[src/rtl/nn_ctrl_pkg.sv]
// Shared types and default sizing for the neuron training sequencer.
package nn_ctrl_pkg;

  localparam int NUM_HIDDEN_D = 2;
  localparam int HID_LAT_D    = 2;
  localparam int OUT_LAT_D    = 2;
  localparam int BWD_LAT_D    = 3;
  localparam int EPOCH_W_D    = 8;
  localparam int LOSS_W_D     = 42;
  localparam int TMR_W        = 8;

  typedef enum logic [2:0] {
    IDLE,
    INIT,
    FWD_H,
    FWD_O,
    LOSS_CHK,
    BWD,
    UPD,
    DONE
  } nn_state_e;

  // A stage of latency lat ends when the timer reaches zero, so it is loaded with lat-1.
  function automatic logic [TMR_W-1:0] lat_load(input int lat);
    return TMR_W'(lat - 1);
  endfunction

endpackage

[src/rtl/nn_stage_timer.sv]
// Loadable down-counter with a zero flag; one instance times every latency stage.
module nn_stage_timer
  import nn_ctrl_pkg::*;
#(
  parameter int W = TMR_W
) (
  input  logic         clk_i,
  input  logic         rst_i,
  input  logic         load,
  input  logic [W-1:0] load_val,
  output logic         zero
);

  logic [W-1:0] cnt;

  always_ff @(posedge clk_i or negedge rst_i) begin
    if (!rst_i) begin
      cnt <= '0;
    end else if (load) begin
      cnt <= load_val;
    end else if (cnt != '0) begin
      cnt <= cnt - W'(1);
    end
  end

  assign zero = (cnt == '0);

endmodule

[src/rtl/nn_train_ctrl.sv]
// Training sequencer: init load, then per epoch FWD_H/FWD_O/LOSS_CHK/BWD/UPD until done.
// Build option NN_EARLY_STOP_EN enables early stop when loss_i < loss_thresh_i.
module nn_train_ctrl
  import nn_ctrl_pkg::*;
#(
  parameter int NUM_HIDDEN = NUM_HIDDEN_D,
  parameter int HID_LAT    = HID_LAT_D,
  parameter int OUT_LAT    = OUT_LAT_D,
  parameter int BWD_LAT    = BWD_LAT_D,
  parameter int EPOCH_W    = EPOCH_W_D,
  parameter int LOSS_W     = LOSS_W_D
) (
  input  logic                  clk_i,
  input  logic                  rst_i,
  input  logic                  start_i,
  input  logic                  abort_i,
  input  logic [EPOCH_W-1:0]    epochs_i,
  input  logic [LOSS_W-1:0]     loss_i,
  input  logic [LOSS_W-1:0]     loss_thresh_i,
  output logic [NUM_HIDDEN-1:0] hn_en_o,
  output logic                  on_en_o,
  output logic                  bp_en_o,
  output logic                  wsel_init_o,
  output logic                  wupd_o,
  output logic [EPOCH_W-1:0]    epoch_o,
  output logic [LOSS_W-1:0]     loss_q_o,
  output logic                  busy_o,
  output logic                  done_o,
  output logic                  converged_o,
  output nn_state_e             state_o
);

  // Control semantics: start_i is a level sampled only in IDLE (no ready back);
  // abort_i is sampled every cycle and overrides any transition, forcing IDLE next.
  nn_state_e          state, nxt;
  logic [EPOCH_W-1:0] ep_tgt;
  logic               tmr_load;
  logic [TMR_W-1:0]   tmr_val;
  logic               tmr_zero;
  logic               last_ep;
  logic               early;

  assign last_ep = ((epoch_o + EPOCH_W'(1)) == ep_tgt);

`ifdef NN_EARLY_STOP_EN
  assign early = (loss_i < loss_thresh_i);
`else
  logic unused_thresh;
  assign early         = 1'b0;
  assign unused_thresh = ^loss_thresh_i;
`endif

  always_comb begin
    nxt = state;
    case (state)
      IDLE:     if (start_i) nxt = INIT;
      INIT:     nxt = (ep_tgt == '0) ? DONE : FWD_H;
      FWD_H:    if (tmr_zero) nxt = FWD_O;
      FWD_O:    if (tmr_zero) nxt = LOSS_CHK;
      LOSS_CHK: nxt = (last_ep || early) ? DONE : BWD;
      BWD:      if (tmr_zero) nxt = UPD;
      UPD:      nxt = FWD_H;
      DONE:     nxt = IDLE;
      default:  nxt = IDLE;
    endcase
    if (abort_i) nxt = IDLE;
  end

  // Timer is (re)loaded on the edge that enters a timed stage.
  always_comb begin
    tmr_val  = '0;
    tmr_load = 1'b0;
    if (nxt != state) begin
      case (nxt)
        FWD_H: begin tmr_load = 1'b1; tmr_val = lat_load(HID_LAT); end
        FWD_O: begin tmr_load = 1'b1; tmr_val = lat_load(OUT_LAT); end
        BWD:   begin tmr_load = 1'b1; tmr_val = lat_load(BWD_LAT); end
        default: ;
      endcase
    end
  end

  nn_stage_timer #(.W(TMR_W)) u_timer (
    .clk_i    (clk_i),
    .rst_i    (rst_i),
    .load     (tmr_load),
    .load_val (tmr_val),
    .zero     (tmr_zero)
  );

  // Outputs decode the next state so they are registered yet aligned with the state.
  always_ff @(posedge clk_i or negedge rst_i) begin
    if (!rst_i) begin
      state       <= IDLE;
      ep_tgt      <= '0;
      hn_en_o     <= '0;
      on_en_o     <= 1'b0;
      bp_en_o     <= 1'b0;
      wsel_init_o <= 1'b1;
      wupd_o      <= 1'b0;
      epoch_o     <= '0;
      loss_q_o    <= '0;
      busy_o      <= 1'b0;
      done_o      <= 1'b0;
      converged_o <= 1'b0;
    end else begin
      state   <= nxt;
      hn_en_o <= (nxt == FWD_H) ? {NUM_HIDDEN{1'b1}} : '0;
      on_en_o <= (nxt == FWD_O);
      bp_en_o <= (nxt == BWD);
      wupd_o  <= (nxt == INIT) || (nxt == UPD);
      busy_o  <= (nxt != IDLE);
      done_o  <= (nxt == DONE);
      if ((nxt == IDLE) || (nxt == INIT)) begin
        wsel_init_o <= 1'b1;
      end else if (nxt == UPD) begin
        wsel_init_o <= 1'b0;
      end
      if (!abort_i) begin
        case (state)
          IDLE: begin
            if (start_i) begin
              ep_tgt      <= epochs_i;
              epoch_o     <= '0;
              loss_q_o    <= '0;
              converged_o <= 1'b0;
            end
          end
          LOSS_CHK: begin
            loss_q_o <= loss_i;
            if (last_ep || early) epoch_o <= epoch_o + EPOCH_W'(1);
            if (early) converged_o <= 1'b1;
          end
          UPD:     epoch_o <= epoch_o + EPOCH_W'(1);
          default: ;
        endcase
      end
    end
  end

  assign state_o = state;

endmodule

[config.mk]
export PLATFORM = sky130hd
export DESIGN_NAME = nn_train_ctrl
export DESIGN_NICKNAME = d
export VERILOG_FILES = /design/src/rtl/nn_ctrl_pkg.sv /design/src/rtl/nn_stage_timer.sv /design/src/rtl/nn_train_ctrl.sv
export SDC_FILE = /design/constraint.sdc
export NUM_CORES = 1
export LEC_CHECK = 0
export ABC_CLOCK_PERIOD_IN_PS = 3150
export BUFFER_PORTS_ARGS = -buffer_cell sky130_fd_sc_hd__buf_4
export CAP_MARGIN = 20
export CELL_PAD_IN_SITES_DETAIL_PLACEMENT = 1
export CELL_PAD_IN_SITES_GLOBAL_PLACEMENT = 2
export CORE_MARGIN = 4
export CORE_UTILIZATION = 27
export DETAILED_ROUTE_END_ITERATION = 16
export PLACE_DENSITY_LB_ADDON = 0.12
export SYNTH_ARGS = -nofsm -noshare
export SYNTH_HDL_FRONTEND = slang
export SYNTH_SLANG_ARGS = --single-unit
[constraint.sdc]
create_clock -name clk_i -period 3.15 [get_ports clk_i]
set_input_delay 0 -clock clk_i [delete_from_list [all_inputs] [get_ports clk_i]]
set_output_delay 0 -clock clk_i [all_outputs]
set_load 0.05 [all_outputs]
==> flow_summary.toml <==
[outcome]
outcome = "complete, no violations"

[sta]
slew_viol_final = 0
slew_headroom = 0.407
finalHoldViolCount = 0
finalSetupViolCount = 0
min_period_ns = 2.71
fmax_ghz = 0.369
fin_hold_ws_ns = 0.126
skew_ns = 0.00407
worstMarginPinSlew_ns = 0.882
setup-tns-final_ns = 0
period_share = 0.861
rsz0062_at_grt = "no"

[grt]
grt_pass1_vias = 3772
grt_start_max_net_pins = 77
gr-usage-all-layers = 0.157
antenna_found_initial = 0
grt_pass1_wl_um = 19900
overflow = 0

[synth]
syn_inst = 393
synth_top_area_share = 0.509
netlist_area_um2 = 3680
synth_most_common_cell = "nand2_1"
avgSynthCellArea_um2 = 9.38
synth_seq_cells = 76
yosys-top-cells-count = "nand2_1 (96), dfrtp_1 (75), nand3_1 (47)"
ys_types = 49
synth_area_leaders = "dfrtp_1 (51%), nand2_1 (9.8%), nand3_1 (6.4%)"
seq_area_frac_synth = 0.516
synth_largest_area_cell = "dfrtp_1"
synthFlopType = "dfrtp_1"
async_reset_ff_frac = 1.00
synth_fp_nets = 492
synth_edf_count = 0
yosysWarnings = 0

[power_and_ir_drop]
p_per_area_nw_per_um2 = 542
p_sw_uw = 950
vdd_drop_max_mv = 0.217
power_mw = 3.02
p_comb_frac = 0.254
power.internal_mw = 2.07
swShare = 0.315
cellLeakagePower_nw = 2.71
clkPwrFrac = 0.338
seqPwrFrac = 0.408

[critical_path]
crit_end = "hn_en_o[0]"
r2r_slack_ns = 0.44
path_cells = "ha_1, nand3_1, xnor2_1, nand4_1, a211oi_4, a21o_1, a21boi_0"
cp-end-kind = "flip-flop"
r2r_start = "epoch_o[0]"
crit_type = "reg2reg"
required_ns = 3.40
crit_fanout = 12
cp_num_cells = 7
critPathLaunchType = "flip-flop"
cpPeakStageDelay_ns = 0.55
r2r_cells = 7
cp_data_arrival_time_ns = 2.96
cp_num_buf_inv = 0
crit_start = "epoch_o[0]"
cpMaxStageDelayCell = "dfrtp_1"
crit_family = "compound AO/OA/AOI/OAI gates"
worstReg2RegEnd = "hn_en_o[0]"

[die]
io_pins = 158
coreArea_um2 = 13300
die-height_um = 125
std_cell_rows = 42
die_w_um = 125
die_area_um2 = 15600
start_util = 0.277

[clock_network]
cts_tree = "yes"
cts_buffers = 9
cts-root-buf = "clkbuf_16"
postCtsSetupBuffers = 0
clk_pin_slew_worst_paths_ns = 0.06
clockBufferDepth = 2
cts_sinks = 76
clock_latency_ns = 0.34
cts_max_level = 3

[routing]
route.vias.total = 3442
first_iter_violations = 145
dr.pass1.iters = 4
ant_nets = 0
drc = 0
wl_per_cell_um = 15.9
drt-vias-per-instance = 4.67
routed_wirelength_um = 11700

[placement]
port_buffers = 114
gp_congestion = 0.795
place_hpwl_um = 7750
dp_cells = 668

[final_layout]
fill_cells = 1530
final_cells = 737
diodes = 0
drive_gt1_frac = 0.282
syn2layout_area_growth_pct = 51.0
nets = 655

[run]
drv_cap = 0

[hold_path]
hp-class = "in2async"
[per-stage QoR]
| step | setup slack, ns | utilization | area [um2] |
|---|---|---|---|
| floorplan | 0.679 | - | 3680 |
| global placement | 0.466 | 0.356 | 4730 |
| global route | 0.0999 | 0.418 | 5560 |
| CTS | 0.374 | 0.416 | 5540 |
| detailed placement | 0.412 | 0.356 | 4730 |
| finish | 0.438 | 0.418 | 5560 |
[routing by layer]
| layer | wire length (um) | track usage |
|---|---|---|
| met1 | 5140 | 0.192 |
| met2 | 5650 | 0.262 |
| met3 | 776 | 0.0532 |
| met4 | 150 | 0.0504 |
| met5 | 0 | 0 |
[timing repair]
| action | in CTS | in global routing |
|---|---|---|
| hold buffers | 52 | 0 |
| endpoints found under the hold margin | 127 | 0 |
| setup endpoints to repair | 0 | 0 |
| resized for setup | 0 | 0 |
[flip-flops by register name, indices dropped and copies added, names as in the netlist]
register	cells
wupd_o	1
on_en_o	1
busy_o	1
bp_en_o	1
state_o	3
ep_tgt	8
done_o	1
wsel_init_o	1
loss_q_o	42
hn_en_o	1
u_timer.cnt	8
epoch_o	8
[placed cells by master (no fill, tap or decap), drive strengths merged, types with 3 or more instances in the layout]
cell / count
clkbuf: 12
o2bb2ai: 7
and3: 4
mux2i: 4
nor3: 11
nor2: 15
dfrtp: 75
a21oi: 12
mux2: 8
nor4: 5
o211ai: 3
nand3: 47
xnor2: 10
ha: 3
buf: 124
dlygate4sd3: 52
o21ai: 9
a211oi: 9
nand2b: 7
nand2: 96
or3: 5
inv: 6
o221ai: 4
[cell families (layout without fill, tap and decap cells)]
family                     after synthesis  after routing  share of synthesized area
buffers and inverters                   30            198                     0.0357
and+or+nand+nor                        201            201                      0.258
xor gates and xnor gates                12             12                     0.0285
muxes                                   12             12                     0.0353
DFF                                     76             76                      0.516
other                                    1              1                    0.00102
AOI/OAI and AO/OA                       58             58                      0.115
adders and majority gates                3              3                     0.0102
[worst reg2reg max path, delay by kind of cell, from the launching register on]
| kind | cells | cell delay, ns |
|---|---|---|
| AO/OA/AOI/OAI | 3 | 1.08 |
| XOR/XNOR | 1 | 0.20 |
| adder cells (fa/ha/maj) | 1 | 0.41 |
| flip-flops | 1 | 0.55 |
| AND/OR/NAND/NOR | 2 | 0.39 |
[area by class of cell]
| class | instances | area, um2 | share of cell area |
|---|---|---|---|
| multi-input combinational | 287 | 1660 | 0.298 |
| clock buffer | 12 | 236 | 0.0425 |
| sequential | 76 | 1900 | 0.342 |
| timing repair buffer | 176 | 1470 | 0.265 |
| clock inverter | 4 | 50.0 | 0.00900 |
| tap | 176 | 220 | 0.0396 |
| inverter | 6 | 22.5 | 0.00405 |
[worst min path at each step]
stage	slack [ns]	end	start
2_1_floorplan	-0.30	bp_en_o	rst_i
3_3_place_gp	0.22	loss_q_o[33]	loss_i[33]
3_5_place_dp	0.23	loss_q_o[11]	loss_i[11]
4_1_cts	0.22	state_o[0]	start_i
5_1_grt	0.15	loss_q_o[37]	rst_i
6_report	0.13	state_o[0]	rst_i
[power by group through the flow]
stage               logic [mW]  registers [mW]  clock network (mW)
global route             0.858            1.25                1.11
global placement         0.712            1.24                   0
finish                   0.767            1.23                1.02
CTS                      0.777            1.23                1.06
floorplan                0.463            1.26                   0
detailed placement       0.722            1.25                   0
Note: power is estimated with default switching activity, not from simulation.
